$ cat src/rtl/morse_digit_transmitter.sv
// Plays a 4-bit hex digit out as timed Morse code on a single on/off line.
// A start strobe latches the digit's pattern; the FSM then walks the symbols
// (mark, inter-symbol gap, ..., trailing letter space) and pulses done.
// All outputs come straight from flops, so morse_out never glitches.
module morse_digit_transmitter #(
  parameter int UNIT_CYCLES = 12500000,
  parameter int CNT_W       = 26
) (
  input  logic       clk,
  input  logic       rst,
  input  logic       start,
  input  logic [3:0] digit,
  output logic       morse_out,
  output logic       busy,
  output logic       done
);

  typedef enum logic [2:0] {
    S_IDLE,
    S_MARK,
    S_GAP,
    S_TAIL,
    S_DONE
  } state_e;

  // pat bit 0 is the first symbol sent; a 1 bit is a dash.
  typedef struct packed {
    logic [4:0] pat;
    logic [2:0] len;
  } code_t;

  // Counter reload values: the counter runs from the load value down to zero,
  // so a load of N-1 spans exactly N cycles.
  localparam logic [CNT_W-1:0] UNIT_LOAD   = CNT_W'(UNIT_CYCLES - 1);
  localparam logic [CNT_W-1:0] TRIPLE_LOAD = CNT_W'(3 * UNIT_CYCLES - 1);

  function automatic code_t encode(input logic [3:0] d);
    code_t c;
    c = '0;
    case (d)
      4'h0: c = '{pat: 5'b11111, len: 3'd5};
      4'h1: c = '{pat: 5'b11110, len: 3'd5};
      4'h2: c = '{pat: 5'b11100, len: 3'd5};
      4'h3: c = '{pat: 5'b11000, len: 3'd5};
      4'h4: c = '{pat: 5'b10000, len: 3'd5};
      4'h5: c = '{pat: 5'b00000, len: 3'd5};
      4'h6: c = '{pat: 5'b00001, len: 3'd5};
      4'h7: c = '{pat: 5'b00011, len: 3'd5};
      4'h8: c = '{pat: 5'b00111, len: 3'd5};
      4'h9: c = '{pat: 5'b01111, len: 3'd5};
      4'hA: c = '{pat: 5'b00010, len: 3'd2};
      4'hB: c = '{pat: 5'b00001, len: 3'd4};
      4'hC: c = '{pat: 5'b00101, len: 3'd4};
      4'hD: c = '{pat: 5'b00001, len: 3'd3};
      4'hE: c = '{pat: 5'b00000, len: 3'd1};
      4'hF: c = '{pat: 5'b00100, len: 3'd4};
      default: c = '0;
    endcase
    return c;
  endfunction

  state_e           state_q, state_d;
  logic [CNT_W-1:0] cnt_q, cnt_d;
  logic [4:0]       pat_q, pat_d;
  logic [2:0]       len_q, len_d;
  logic [2:0]       idx_q, idx_d;
  logic             morse_q, morse_d;
  logic             busy_q, busy_d;
  logic             done_q, done_d;

  code_t            code;
  logic [2:0]       idx_next;
  logic [7:0]       pat_ext;
  logic             cnt_zero;

  assign code     = encode(digit);
  assign idx_next = idx_q + 3'd1;
  assign pat_ext  = {3'b000, pat_q};
  assign cnt_zero = (cnt_q == '0);

  // Next-state, counter reloads and registered-output precompute.
  always_comb begin
    // NOTE: every signal gets a default first so no path leaves it unassigned, which would infer a latch.
    state_d = state_q;
    cnt_d   = cnt_q;
    pat_d   = pat_q;
    len_d   = len_q;
    idx_d   = idx_q;

    unique case (state_q)
      S_IDLE, S_DONE: begin
        if (start) begin
          state_d = S_MARK;
          pat_d   = code.pat;
          len_d   = code.len;
          idx_d   = '0;
          cnt_d   = code.pat[0] ? TRIPLE_LOAD : UNIT_LOAD;
        end else begin
          state_d = S_IDLE;
        end
      end
      S_MARK: begin
        if (cnt_zero) begin
          if (idx_next < len_q) begin
            state_d = S_GAP;
            cnt_d   = UNIT_LOAD;
          end else begin
            state_d = S_TAIL;
            cnt_d   = TRIPLE_LOAD;
          end
        end else begin
          cnt_d = cnt_q - CNT_W'(1);
        end
      end
      S_GAP: begin
        if (cnt_zero) begin
          state_d = S_MARK;
          idx_d   = idx_next;
          cnt_d   = pat_ext[idx_next] ? TRIPLE_LOAD : UNIT_LOAD;
        end else begin
          cnt_d = cnt_q - CNT_W'(1);
        end
      end
      S_TAIL: begin
        if (cnt_zero) begin
          state_d = S_DONE;
          cnt_d   = '0;
        end else begin
          cnt_d = cnt_q - CNT_W'(1);
        end
      end
      default: state_d = S_IDLE;
    endcase

    morse_d = (state_d == S_MARK);
    busy_d  = (state_d == S_MARK) || (state_d == S_GAP) || (state_d == S_TAIL);
    done_d  = (state_d == S_DONE);
  end

  // State, datapath and output registers with synchronous active-low reset.
  always_ff @(posedge clk) begin
    // NOTE: sequential state uses non-blocking assignments so all flops update together at the edge.
    if (!rst) begin
      state_q <= S_IDLE;
      cnt_q   <= '0;
      pat_q   <= '0;
      len_q   <= '0;
      idx_q   <= '0;
      morse_q <= 1'b0;
      busy_q  <= 1'b0;
      done_q  <= 1'b0;
    end else begin
      state_q <= state_d;
      cnt_q   <= cnt_d;
      pat_q   <= pat_d;
      len_q   <= len_d;
      idx_q   <= idx_d;
      morse_q <= morse_d;
      busy_q  <= busy_d;
      done_q  <= done_d;
    end
  end

  assign morse_out = morse_q;
  assign busy      = busy_q;
  assign done      = done_q;

endmodule

$ cat config.mk
export PLATFORM = sky130hd
export DESIGN_NAME = morse_digit_transmitter
export DESIGN_NICKNAME = d
export VERILOG_FILES = /design/src/rtl/morse_digit_transmitter.sv
export SDC_FILE = /design/constraint.sdc
export NUM_CORES = 1
export LEC_CHECK = 0
export ABC_AREA = 1
export CAP_MARGIN = 10
export CORE_MARGIN = 4
export CORE_UTILIZATION = 35
export CTS_BUF_LIST = sky130_fd_sc_hd__clkbuf_8
export DETAILED_ROUTE_END_ITERATION = 16
export GPL_ROUTABILITY_DRIVEN = 0
export PLACE_DENSITY = 0.56
export SLEW_MARGIN = 20
export SYNTH_ARGS = -nofsm -noshare
export SYNTH_HDL_FRONTEND = slang
export SYNTH_SLANG_ARGS = --single-unit
$ cat constraint.sdc
create_clock -name clk -period 3.25 [get_ports clk]
set_input_delay 0.8125 -clock clk [delete_from_list [all_inputs] [get_ports clk]]
set_output_delay 0.8125 -clock clk [all_outputs]
set_load 0.01 [all_outputs]
==> results <==
- In the final routing, the length of wire on met1 measures 3427 um.
- The total DRC errors in the routed layout is 0.
- Wire segments on met2 add up to 3444 um in the final route.
- The chip height is 99.64 um.
- For the worst setup path, the data required time is 3.48 ns.
- For this design the total switching power over the nets is 634.8 uW.
- The mean cell area of the mapped netlist is 6.867 sq um.
- The total routed wirelength is 7279 um.
- The half-perimeter wire length of the detailed placement result is 5551 um.
- For this block, the initial DRC count from the detailed router was 169.
- Setup repair after global routing left no endpoint under its margin.
- The pre-antenna-repair detailed-routing pass consisted of 4 iterations.
- Buffers inserted to repair hold after CTS numbered 0.
- The count of nets left with antenna violations once routing finished came out at 0.
- Across the whole layout, storage elements account for 860.8 sq um.
- In this run, post-CTS repair resized a total of 0 instances.
- The launching point of the worst reg2reg path is idx_q[0].
- The buffer depth of the longest clock path is 2.
- The number of warning messages in the yosys log is 0.
- Dividing the detail-routed wire length by the instance count gives 13.38 um.
- The fraction of layout instances using a drive strength above 1 is 0.1435.
- The share of total power dissipated in sequential elements is 0.390.
- The area growth from synthesis to final layout is 10.56%.
- Of the post-synthesis cell area, the dominant cell type holds 0.2929.
- The synthesized flop and latch total is 43.
- The overflow left after global routing is 0.
- The insertion delay of the later-clocked pin in the worst-skew pair is 0.30 ns.
- After clock tree synthesis, the clock-pin slew on the worst setup and hold paths is 0.09 ns.
- 10 I/O pins were placed.
- Along the worst path, the maximum fanout reaches 22.
- In this run the power density over the cells is 502.0 nW/um^2.
- After detailed routing, the number of vias per cell comes to 5.017.
- The portion of the clock cycle consumed by the worst path in the final layout is 0.7237.
- The first global-routing pass estimated 12540 um of wire.
- The cell count after synthesis is 428.
- The worst path in the final design needs a cycle of 2.352 ns, including I/O delays and setup.
- The worst hold slack across all endpoints is 0.4709 ns.
- The footprint of the multi-input gates is 1834 sq um.
- The count of input and output buffers is 9.
- The highest ir drop seen on vdd is 0.1520 mV.
- The number of post-CTS setup repair buffers is 0.
- The share of total power consumed by net switching is 0.3891.
- The pin slew with the least headroom to its limit is 0.6673 ns.
- The cell internal power dissipation is 996.5 uW.
- The number of nets in the synthesized netlist is 445.
- Entering global routing, the biggest net connects 23 pins.
- The relative contribution of combinational cells to total power is 0.347.
- The class of the worst hold path is flip-flop to flip-flop.
- The synthesized design spends more area on one cell type than any other, namely dfxtp_1.
- In this run the static leakage power is 0.001380 uW.
- The number of global-route vias before repair is 2604.
- The startpoint identified for the worst hold timing path is cnt_q[0].
- The post-synthesis sequential area ratio is 0.2929.
- The flow ran to the end, and the final reports show no timing, DRC or antenna violations.
- The worst clock skew is 0.005795 ns.
- The most critical setup path has its startpoint at start.
- The clock net sink count is 43.
- The synthesized area is 2939 sq um.
- The number of levels in the clock H-tree is 2.
- The max-cap check violation count is 0.
- The relative slew slack is 0.5547.
- The highest metal layer carrying signal wires in the routed design is met4.
- The number of inserted filler cells in the final layout is 864.
- The cell sitting at the root of the clock tree is a clkbuf_8.
- The global routing usage summed across all routing layers is 0.1559.
- The die covers 9927 sq um.
- The CTS tree is built.
- The core outline area is 8175 sq um.
- The number of antenna violations at the first check in global routing is 0.
- The die outline width is 99.64 um.
- The number of failing hold endpoints at the final stage came to 0.
- By area the synthesized netlist is led by dfxtp_1, nand2_1, nor2_1.
- The repair_antennas step left the layout with diodes totalling 0.
- The worst setup path is launched from an input pin.
- The number of buffers created by CTS is 5.
- The endpoint arrival time on the critical path is 2.58 ns.
- For this configuration, the core starts out at a cell density of 0.3595.
- By startpoint and endpoint, the worst setup path is classified as input pin to flip-flop.
- The clock group share of total power is 0.264.
- The netlist uses 44 different library cells.
- The worst setup path is captured at a flip-flop.
- The number of failing setup endpoints in the final timing report is 0.
- The standard-cell row count is 33.
- The count of pins over their slew limit is 0.
- The number of vias in the routed layout is 2729.
- For this run, the top clock speed supported by timing is 425.1 MHz.
- The summed negative setup slack over all endpoints is 0 ns.
- After the last flow step, the layout net total stands at 455.
- The design draws 1631 uW.
- Summed over all nets, wire length on met3 after detailed routing comes to 290 um.
power groups by stage:
stage          combinational [uW]  clock (uW)  sequential (uW)
2_1_floorplan                 451           0              634
3_3_place_gp                  559           0              649
3_5_place_dp                  566           0              648
4_1_cts                       569         442              636
5_1_grt                       640         455              645
6_report                      565         430              636
Yosys cell counts (all sizes together):
cell type	count
a211oi	4
a21oi	33
a221oi	2
a31oi	3
a32oi	1
buf	5
clkbuf	4
dfxtp	43
ha	10
inv	52
nand2	108
nand3	28
nand4	4
nor2	68
nor3	13
nor3b	1
nor4	4
o211ai	5
o21a	1
o21ai	25
o21bai	1
o31ai	1
o32ai	1
or3	1
xnor2	6
xor2	4
registers in the layout, indices dropped and copies added, names as in the netlist:
name,count
busy,1
morse_out,1
len_q,3
done,1
pat_q,5
idx_q,3
state_q,3
cnt_q,26
path summary, 6_finish.rpt:
| path | to | slack, ns | depth (start not counted) |
|---|---|---|---|
| max | cnt_q[12] | 0.90 | 8 |
| min | cnt_q[0] | 0.47 | 2 |
| max reg2reg | cnt_q[15] | 1.09 | 13 |
| min reg2reg | cnt_q[0] | 0.47 | 2 |
critical path, cell delays in order:
cell and delay (ns):
clkdlybuf4s50_1 0.46, nand2_1 0.24, inv_2 0.22, nor2_2 0.05, buf_4 0.23, nor2_4 0.30
o21ai_1 0.11, a21oi_1 0.14
per-stage QoR:
step	setup WS, ns	instance area [sq um]	instances	util
floorplan	1.361	2939	428	-
global placement	0.6165	3137	536	0.3837
detailed placement	0.5754	3137	536	0.3837
CTS	0.8921	3249	544	0.3975
global route	0.7213	3249	544	0.3975
finish	0.8979	3249	544	0.3975
cell families (layout without fill, tap and decap cells):
family	Yosys count	count (layout)	synth area share
and+or+nand+nor	227	227	0.3938
AOI/OAI and AO/OA	77	77	0.1580
buffers and inverters	61	72	0.08301
DFF	43	43	0.2929
adders and majority gates	10	10	0.04257
xor gates and xnor gates	10	10	0.02980
per-layer routing:
layer  up-vias  track usage
met4         0      0.05252
met5         -            0
met1      1247       0.2084
met3        10      0.01753
li1       1424            -
met2        48       0.2608
layout by cell type, fill, tap and decap left out, types with 2 or more instances in the layout:
cell,netlist,final
ha_1,10,10
a31oi_1,3,3
nor2_4,10,10
clkbuf_8,0,5
buf_4,0,3
clkdlybuf4s50_1,0,9
nor4_1,3,3
a21oi_1,32,32
a221oi_1,2,2
nor2_1,46,46
a211oi_2,3,3
nor2_2,10,10
nor2_8,2,2
nand3_1,26,26
nand2_2,6,6
xnor2_1,6,6
nand2_1,100,100
o21ai_2,3,3
nor3_2,3,3
dfxtp_1,43,43
nand2_4,2,2
inv_1,45,45
nand4_1,3,3
o21ai_1,6,6
inv_2,6,6
nor3_1,9,9
o211ai_1,5,5
o21ai_0,16,16
xor2_1,4,4
layout make-up:
class / count / area share
multi-input combinational: 324 / 0.5645
sequential: 43 / 0.2649
inverter: 52 / 0.06084
tap: 105 / 0.04043
timing repair buffer: 12 / 0.03466
clock buffer: 5 / 0.02118
clock inverter: 3 / 0.01348
(Power assumes the default switching activity.)
